## src/rtl/dmem_arbiter_if.sv

```systemverilog
// Two-port data-memory arbiter bus: requester handshakes plus the single memory port.
interface dmem_arbiter_if #(
    parameter int unsigned DATA_W = 16,
    parameter int unsigned ADDR_W = 16
);
    logic              req0;
    logic              req1;
    logic              we0;
    logic              we1;
    logic              lock0;
    logic              lock1;
    logic [ADDR_W-1:0] addr0;
    logic [ADDR_W-1:0] addr1;
    logic [DATA_W-1:0] wdata0;
    logic [DATA_W-1:0] wdata1;
    logic              gnt0;
    logic              gnt1;
    logic [DATA_W-1:0] rdata0;
    logic [DATA_W-1:0] rdata1;
    logic              rvalid0;
    logic              rvalid1;
    logic [ADDR_W-1:0] mem_address;
    logic [DATA_W-1:0] mem_write_data;
    logic              mem_write;
    logic [DATA_W-1:0] mem_read_data;

    modport slave (
        input  req0, req1, we0, we1, lock0, lock1,
        input  addr0, addr1, wdata0, wdata1, mem_read_data,
        output gnt0, gnt1, rdata0, rdata1, rvalid0, rvalid1,
        output mem_address, mem_write_data, mem_write
    );

    modport master (
        output req0, req1, we0, we1, lock0, lock1,
        output addr0, addr1, wdata0, wdata1, mem_read_data,
        input  gnt0, gnt1, rdata0, rdata1, rvalid0, rvalid1,
        input  mem_address, mem_write_data, mem_write
    );
endinterface

```

## src/rtl/dmem_arbiter.sv

```systemverilog
// Two-port data-memory arbiter: round-robin ownership with a per-owner burst limit.
// Define DMEM_ARB_FIXED_PRIO_EN for fixed port-0 priority (burst limit on port 1 only).
module dmem_arbiter #(
    parameter int unsigned DATA_W    = 16,
    parameter int unsigned ADDR_W    = 16,
    parameter int unsigned MAX_BURST = 8
) (
    input logic           clk,
    input logic           reset,
    dmem_arbiter_if.slave bus
);
    typedef enum logic [1:0] {
        IDLE = 2'd0,
        OWN0 = 2'd1,
        OWN1 = 2'd2
    } state_e;

    localparam logic [7:0] BURST_MAX = 8'(MAX_BURST);

    state_e            state_q, state_d;
    logic [7:0]        cnt_q, cnt_d, cnt_inc;
    logic              beat0, beat1;
    logic [DATA_W-1:0] rdata0_q, rdata1_q;
    logic              rvalid0_q, rvalid1_q;
`ifndef DMEM_ARB_FIXED_PRIO_EN
    logic              last_q, last_d;
`endif

    assign beat0       = (state_q == OWN0) && bus.req0;
    assign beat1       = (state_q == OWN1) && bus.req1;
    assign bus.gnt0    = (state_q == OWN0);
    assign bus.gnt1    = (state_q == OWN1);
    assign bus.rdata0  = rdata0_q;
    assign bus.rdata1  = rdata1_q;
    assign bus.rvalid0 = rvalid0_q;
    assign bus.rvalid1 = rvalid1_q;
    assign cnt_inc     = (cnt_q >= BURST_MAX) ? BURST_MAX : cnt_q + 8'd1;

    always_comb begin
        bus.mem_address    = '0;
        bus.mem_write_data = '0;
        bus.mem_write      = 1'b0;
        case (state_q)
            OWN0: begin
                bus.mem_address    = bus.addr0;
                bus.mem_write_data = bus.wdata0;
                bus.mem_write      = beat0 && bus.we0;
            end
            OWN1: begin
                bus.mem_address    = bus.addr1;
                bus.mem_write_data = bus.wdata1;
                bus.mem_write      = beat1 && bus.we1;
            end
            default: ;
        endcase
    end

    always_comb begin
        state_d = state_q;
        cnt_d   = cnt_q;
`ifndef DMEM_ARB_FIXED_PRIO_EN
        last_d  = last_q;
`endif
        case (state_q)
            IDLE: begin
                if (bus.req0 && bus.req1) begin
`ifdef DMEM_ARB_FIXED_PRIO_EN
                    state_d = OWN0;
`else
                    state_d = last_q ? OWN0 : OWN1;
`endif
                end else if (bus.req0) begin
                    state_d = OWN0;
                end else if (bus.req1) begin
                    state_d = OWN1;
                end
            end
            OWN0: begin
                if (!bus.req0) begin
                    state_d = bus.req1 ? OWN1 : IDLE;
                end else begin
                    cnt_d = cnt_inc;
`ifndef DMEM_ARB_FIXED_PRIO_EN
                    if ((cnt_inc == BURST_MAX) && bus.req1 && !bus.lock0)
                        state_d = OWN1;
`endif
                end
            end
            OWN1: begin
                if (!bus.req1) begin
                    state_d = bus.req0 ? OWN0 : IDLE;
                end else begin
                    cnt_d = cnt_inc;
                    if ((cnt_inc == BURST_MAX) && bus.req0 && !bus.lock1)
                        state_d = OWN0;
                end
            end
            default: state_d = IDLE;
        endcase

        // Any change of owner (including dropping to IDLE) restarts the burst count.
        if (state_d != state_q)
            cnt_d = '0;
`ifndef DMEM_ARB_FIXED_PRIO_EN
        if ((state_d == OWN0) && (state_q != OWN0))
            last_d = 1'b0;
        else if ((state_d == OWN1) && (state_q != OWN1))
            last_d = 1'b1;
`endif
    end

    always_ff @(posedge clk or negedge reset) begin
        if (!reset) begin
            state_q   <= IDLE;
            cnt_q     <= '0;
            rdata0_q  <= '0;
            rdata1_q  <= '0;
            rvalid0_q <= 1'b0;
            rvalid1_q <= 1'b0;
`ifndef DMEM_ARB_FIXED_PRIO_EN
            last_q    <= 1'b1;
`endif
        end else begin
            state_q   <= state_d;
            cnt_q     <= cnt_d;
            rvalid0_q <= beat0 && !bus.we0;
            rvalid1_q <= beat1 && !bus.we1;
            if (beat0 && !bus.we0)
                rdata0_q <= bus.mem_read_data;
            if (beat1 && !bus.we1)
                rdata1_q <= bus.mem_read_data;
`ifndef DMEM_ARB_FIXED_PRIO_EN
            last_q    <= last_d;
`endif
        end
    end
endmodule
```

## src/flat_wrapper.sv

```systemverilog
// flat-port wrapper written by rule: the top's interface ports become plain ports
module dmem_arbiter_flat 
#(
    parameter int unsigned DATA_W    = 16,
    parameter int unsigned ADDR_W    = 16,
    parameter int unsigned MAX_BURST = 8
)
  (clk, reset, bus_req0, bus_req1, bus_we0, bus_we1, bus_lock0, bus_lock1, bus_addr0, bus_addr1, bus_wdata0, bus_wdata1, bus_mem_read_data, bus_gnt0, bus_gnt1, bus_rdata0, bus_rdata1, bus_rvalid0, bus_rvalid1, bus_mem_address, bus_mem_write_data, bus_mem_write);
  dmem_arbiter_if #(.DATA_W(DATA_W), .ADDR_W(ADDR_W)) bus_i ();
  input logic clk;
  input logic reset;
  input wire logic [$bits(bus_i.req0)-1:0] bus_req0;
  input wire logic [$bits(bus_i.req1)-1:0] bus_req1;
  input wire logic [$bits(bus_i.we0)-1:0] bus_we0;
  input wire logic [$bits(bus_i.we1)-1:0] bus_we1;
  input wire logic [$bits(bus_i.lock0)-1:0] bus_lock0;
  input wire logic [$bits(bus_i.lock1)-1:0] bus_lock1;
  input wire logic [$bits(bus_i.addr0)-1:0] bus_addr0;
  input wire logic [$bits(bus_i.addr1)-1:0] bus_addr1;
  input wire logic [$bits(bus_i.wdata0)-1:0] bus_wdata0;
  input wire logic [$bits(bus_i.wdata1)-1:0] bus_wdata1;
  input wire logic [$bits(bus_i.mem_read_data)-1:0] bus_mem_read_data;
  output wire logic [$bits(bus_i.gnt0)-1:0] bus_gnt0;
  output wire logic [$bits(bus_i.gnt1)-1:0] bus_gnt1;
  output wire logic [$bits(bus_i.rdata0)-1:0] bus_rdata0;
  output wire logic [$bits(bus_i.rdata1)-1:0] bus_rdata1;
  output wire logic [$bits(bus_i.rvalid0)-1:0] bus_rvalid0;
  output wire logic [$bits(bus_i.rvalid1)-1:0] bus_rvalid1;
  output wire logic [$bits(bus_i.mem_address)-1:0] bus_mem_address;
  output wire logic [$bits(bus_i.mem_write_data)-1:0] bus_mem_write_data;
  output wire logic [$bits(bus_i.mem_write)-1:0] bus_mem_write;
  assign bus_i.req0 = bus_req0;
  assign bus_i.req1 = bus_req1;
  assign bus_i.we0 = bus_we0;
  assign bus_i.we1 = bus_we1;
  assign bus_i.lock0 = bus_lock0;
  assign bus_i.lock1 = bus_lock1;
  assign bus_i.addr0 = bus_addr0;
  assign bus_i.addr1 = bus_addr1;
  assign bus_i.wdata0 = bus_wdata0;
  assign bus_i.wdata1 = bus_wdata1;
  assign bus_i.mem_read_data = bus_mem_read_data;
  assign bus_gnt0 = bus_i.gnt0;
  assign bus_gnt1 = bus_i.gnt1;
  assign bus_rdata0 = bus_i.rdata0;
  assign bus_rdata1 = bus_i.rdata1;
  assign bus_rvalid0 = bus_i.rvalid0;
  assign bus_rvalid1 = bus_i.rvalid1;
  assign bus_mem_address = bus_i.mem_address;
  assign bus_mem_write_data = bus_i.mem_write_data;
  assign bus_mem_write = bus_i.mem_write;
  dmem_arbiter #(.DATA_W(DATA_W), .ADDR_W(ADDR_W), .MAX_BURST(MAX_BURST)) u_core (.clk(clk), .reset(reset), .bus(bus_i));
endmodule
```

## config.mk

```make
export PLATFORM = sky130hd
export DESIGN_NAME = dmem_arbiter_flat
export DESIGN_NICKNAME = d
export VERILOG_FILES = /design/src/rtl/dmem_arbiter_if.sv /design/src/rtl/dmem_arbiter.sv /design/src/flat_wrapper.sv
export SDC_FILE = /design/constraint.sdc
export NUM_CORES = 1
export LEC_CHECK = 0
export CORE_MARGIN = 4
export CORE_UTILIZATION = 40
export DETAILED_ROUTE_END_ITERATION = 16
export PLACE_DENSITY = 0.86
export SLEW_MARGIN = 20
export SYNTH_ARGS = -nofsm -noshare
export SYNTH_HDL_FRONTEND = slang
export SYNTH_SLANG_ARGS = --single-unit
```

## constraint.sdc

```tcl
create_clock -name clk -period 6.2 [get_ports clk]
set_clock_uncertainty 0.15 [all_clocks]
set_input_delay 1.86 -clock clk [delete_from_list [all_inputs] [get_ports clk]]
set_output_delay 1.86 -clock clk [all_outputs]
set_load 0.02 [all_outputs]
```

Yosys cells after proc, flatten, opt, wreduce, memory -nomap -nowiden
Cells that the tools add are included.
{ "word_totals": {"ff_bits": 45, "inputBits": 88, "output_inout_bits": 69, "word_cells": 61} }
{ "classes": {"addsub": 1, "n_lt_le_gt_ge": 1, "eq_ne": 10, "n_mux": 21, "reduce_logical": 21} }
{ "op_table": {"columns": ["cell", "count"], "rows": [
  ["$pmux W16 S2", 2],
  ["$mux W8", 4],
  ["$mux W2", 9],
  ["$pmux W8 S2", 1],
  ["$logic_and A1 B1 Y1", 13],
  ["$add A8 B1 Y8 const B", 1],
  ["$eq A8 B4 Y1 const B", 1],
  ["$ge A8 B4 Y1 const B", 1],
  ["$ne A3 B2 Y1 const B", 2],
  ["$pmux W2 S3", 1],
  ["$eq A2 B1 Y1 const B", 2],
  ["$eq A2 B2 Y1 const B", 2],
  ["$logic_not A1 Y1", 4],
  ["$mux W1", 3],
  ["$reduce_and A3 Y1", 1],
  ["$reduce_bool A3 Y1", 1],
  ["$logic_not A2 Y1", 1],
  ["$ne A2 B1 Y1 const B", 1],
  ["$ne A2 B2 Y1", 1],
  ["$ne A2 B2 Y1 const B", 1],
  ["$pmux W1 S2", 1],
  ["$reduce_bool A2 Y1", 1]
]} }

Longest topological paths before layout
{ "logic_depth": {"word_depth": 12, "depth_mapped": 10, "mapped_depth_nobuf": 8} }

Worst setup path after synthesis
OpenSTA, ideal clock, no wires.
{ "synth_path": {"path_kind": "input to output", "startpoint": "input port bus_req0", "endpoint": "output port bus_mem_write", "arrival_ps": 2499, "setup_slack_ps": 1691, "stages": 3, "path_buffers": 0, "cell_sequence": "and2_0 -> a32oi_1 -> nor2b_1"} }
{ "synth_between": {"elab_chain_cells": 3} }
{ "synth_rtl": {"columns": ["element", "line_no", "text"], "rows": [
  ["start, declared", "flat_wrapper.sv:12", "input wire logic [$bits(bus_i.req0)-1:0] bus_req0;"],
  ["$logic_and A1 B1 Y1", "dmem_arbiter.sv:29", "assign beat0 = (state_q == OWN0) && bus.req0;"],
  ["$logic_and A1 B1 Y1", "dmem_arbiter.sv:47", "bus.mem_write = beat0 && bus.we0;"],
  ["$pmux W1 S2", "dmem_arbiter.sv:43", "case (state_q)"],
  ["end, declared", "flat_wrapper.sv:31", "output wire logic [$bits(bus_i.mem_write)-1:0] bus_mem_write;"]
]} }
No other way between the ends.

Final worst setup path
Same ends and word-level chain as after synthesis.

==> run metrics <==
hold crit path type=reg2reg; peak supply drop=0.000298 V; Final Net Count=545; most frequent CP cell=clkdlybuf4s50_1; CTS tree=done; post-synthesis cell area=0.00254 mm²; Final ANT Viol Nets=0; Startpoint Class=input pin; area grow syn2layout=66.4%; hold_buf cts=0; H-tree lvl count=2; clock root cell=clkbuf_8; Pwr Total=1880 µW; Slew Viols, Final=0; period utilization=94.0%; row count=28; most frequent cells in the layout=clkdlybuf4s50_1 (155), nand2_1 (106), dfrtp_1 (44); CP Cell Sequence=clkdlybuf4s50_1 > and2_0 > a32oi_1 > nor2b_1 > clkdlybuf4s50_1; PortBufs=156; Via density=5.26; DRT iter0 DRCs=212; Final Hold Fails=0; syn_area_per_cell=8.36 µm²; Worst Setup End Kind=primary output; routed vias=2,771; # diodes=0; leading cell type in the layout, fill and taps excluded=clkdlybuf4s50_1; post-route cell area=0.00423 mm²; GP Congestion=0.916; post-synthesis cell count=304; Clock Tree Buf Depth=2; Pleak=0.00178 µW; RSZ-0062 raised after global routing=false; Peak Freq=172 MHz; total grt overflow=0; CP max stage cell=clkdlybuf4s50_1; final setup vio count=0; core area=0.00603 mm²; CP Max Fanout=8; crit path kind=in2out; layout cells sized above 1=3.76%; #FFs+latches synth=45; # DRC=0; syn_nets=398; setup TNS=0 ns; Wirelength per Cell=16.8 µm; Max Cap Viol=0; DPL Wire Length=6720 µm; Slew headroom=35.1%; Chip Height=87.7 µm; Die ar.=0.00769 mm²; area leader, netlist=dfrtp_1; sequential cell area fraction in the yosys report=44.4%; P per Cell Area=444 mW/mm²; total track usage=22.7%; Synth area leaders=dfrtp_1 (43%), nand2_1 (16%), a22oi_1 (9.7%), nor2b_1 (8.6%), ha_1 (3.0%); arrival time worst endpoint=3.82 ns; initial antenna violation count=0; Die X=87.7 µm; crit path time final=5.83 ns; Yosys top cell area share=43.3%; clk_lat worst skew=0.30 ns; register area=0.00113 mm²; WL final=8860 µm; drt pass-1 iters=6; first-pass GRT wire length=13,800 µm; Multi-input gate area=0.00131 mm²; status=complete, no violations; Placed Instance Area=0.00414 mm²; Worst-path clk slew=0.09 ns; Post-CTS Setup Bufs=0; Slew @ Worst Pin=0.973 ns; Num CTS Buffers=5; post-CTS resize count=0; Worst Path Required=4.19 ns; number of global-route vias before repair=2,774; largest net degree at the start of global routing=46; slowest cell delay on critical path=0.65 ns; Layout fillers=496; I/O pin count=157; Distinct cells, synth=39; Yosys warning total=0; initial core utilization=42.2%; clock sinks=45
[cell type report]
type / instances / share of cell area [%]
Multi-Input combinational cell: 231 / 30.9
Timing Repair Buffer: 158 / 37.2
Clock buffer: 5 / 1.63
Inverter: 10 / 0.888
Sequential cell: 45 / 26.7
Clock inverter: 3 / 0.503
Tap cell: 75 / 2.22
[final timing paths]
kind	start	end	slack (ns)	cells past startpoint
max	bus_req0	bus_mem_write	0.37	5
min	u_core.bus.rdata1[8]	u_core.bus.rdata1[8]	0.33	2
max reg2reg	u_core.state_q[1]	u_core.bus.rdata0[1]	3.20	7
min reg2reg	u_core.bus.rdata1[8]	u_core.bus.rdata1[8]	0.33	2
max in group asynchronous	reset	u_core.bus.rdata0[14]	3.74	1
min in group asynchronous	reset	u_core.state_q[0]	1.57	1
[Yosys cell counts (all sizes together)]
master     n
inv        8
a311oi     1
nor2b     35
mux2i      1
nor3b      1
o41ai      1
nand2b     3
clkbuf    14
nor2       7
dfrtp     44
nand2    106
dfstp      1
ha         6
a21oi      1
or4        1
nand3      1
o21ai      2
a22oi     33
nor4       1
o21bai     2
and2       1
o2bb2ai    1
a2bb2oi    1
a311o      1
nor3       9
and3       1
o31ai      1
or3        1
a31oi      1
nand4b     2
a211oi     3
o311a      2
a32oi      3
clkinv     2
o22ai      2
buf        4
[kinds of logic (layout without fill, tap and decap cells)]
logic type | Yosys count | in the layout | synth area share, %
fa+ha+maj | 6 | 6 | 2.95
simple gates | 169 | 169 | 30.4
compound gates | 55 | 55 | 17.7
mux | 1 | 1 | 0.394
flops | 45 | 45 | 44.4
buf+inv | 28 | 176 | 4.19
[routing by layer]
layer	wire length [µm]	track usage, %	share of wire, %	vias up
met3	760	7.06	8.6	8
li1	-	-	-	1317
met5	0	0	0	-
met4	88	4.18	0.99	0
met2	4600	38.4	52	126
met1	3410	28.9	38	1320
[flip-flops by register name, summed over array words and instances, names as in the netlist]
signal,count
u_core.state_q,2
u_core.bus.rvalid1,1
u_core.bus.rvalid0,1
u_core.bus.rdata0,16
u_core.cnt_q,8
u_core.bus.rdata1,16
u_core.last_q,1
[critical path, delay by kind of cell]
kind / cells / cell delay [ns]
buf+inv: 2 / 1.27
simple gates: 2 / 0.51
compound gates: 1 / 0.16
[report_power, final]
part           switching [µW]  internal, µW
Clock                     103          80.0
Sequential               73.9           410
Combinational             652           558
Total                     829          1050
[stage by stage]
stage	hold WS, ns	setup slack (ns)	instances	utilization, %
after floorplan	0.287	1.69	304	-
after global placement	0.304	0.505	519	68.7
after detailed placement	0.312	0.426	519	68.7
after CTS	0.333	0.403	527	70.2
after global routing	0.358	0.297	527	70.2
final	0.330	0.372	527	70.2
Power figures use the tool's default switching activity.
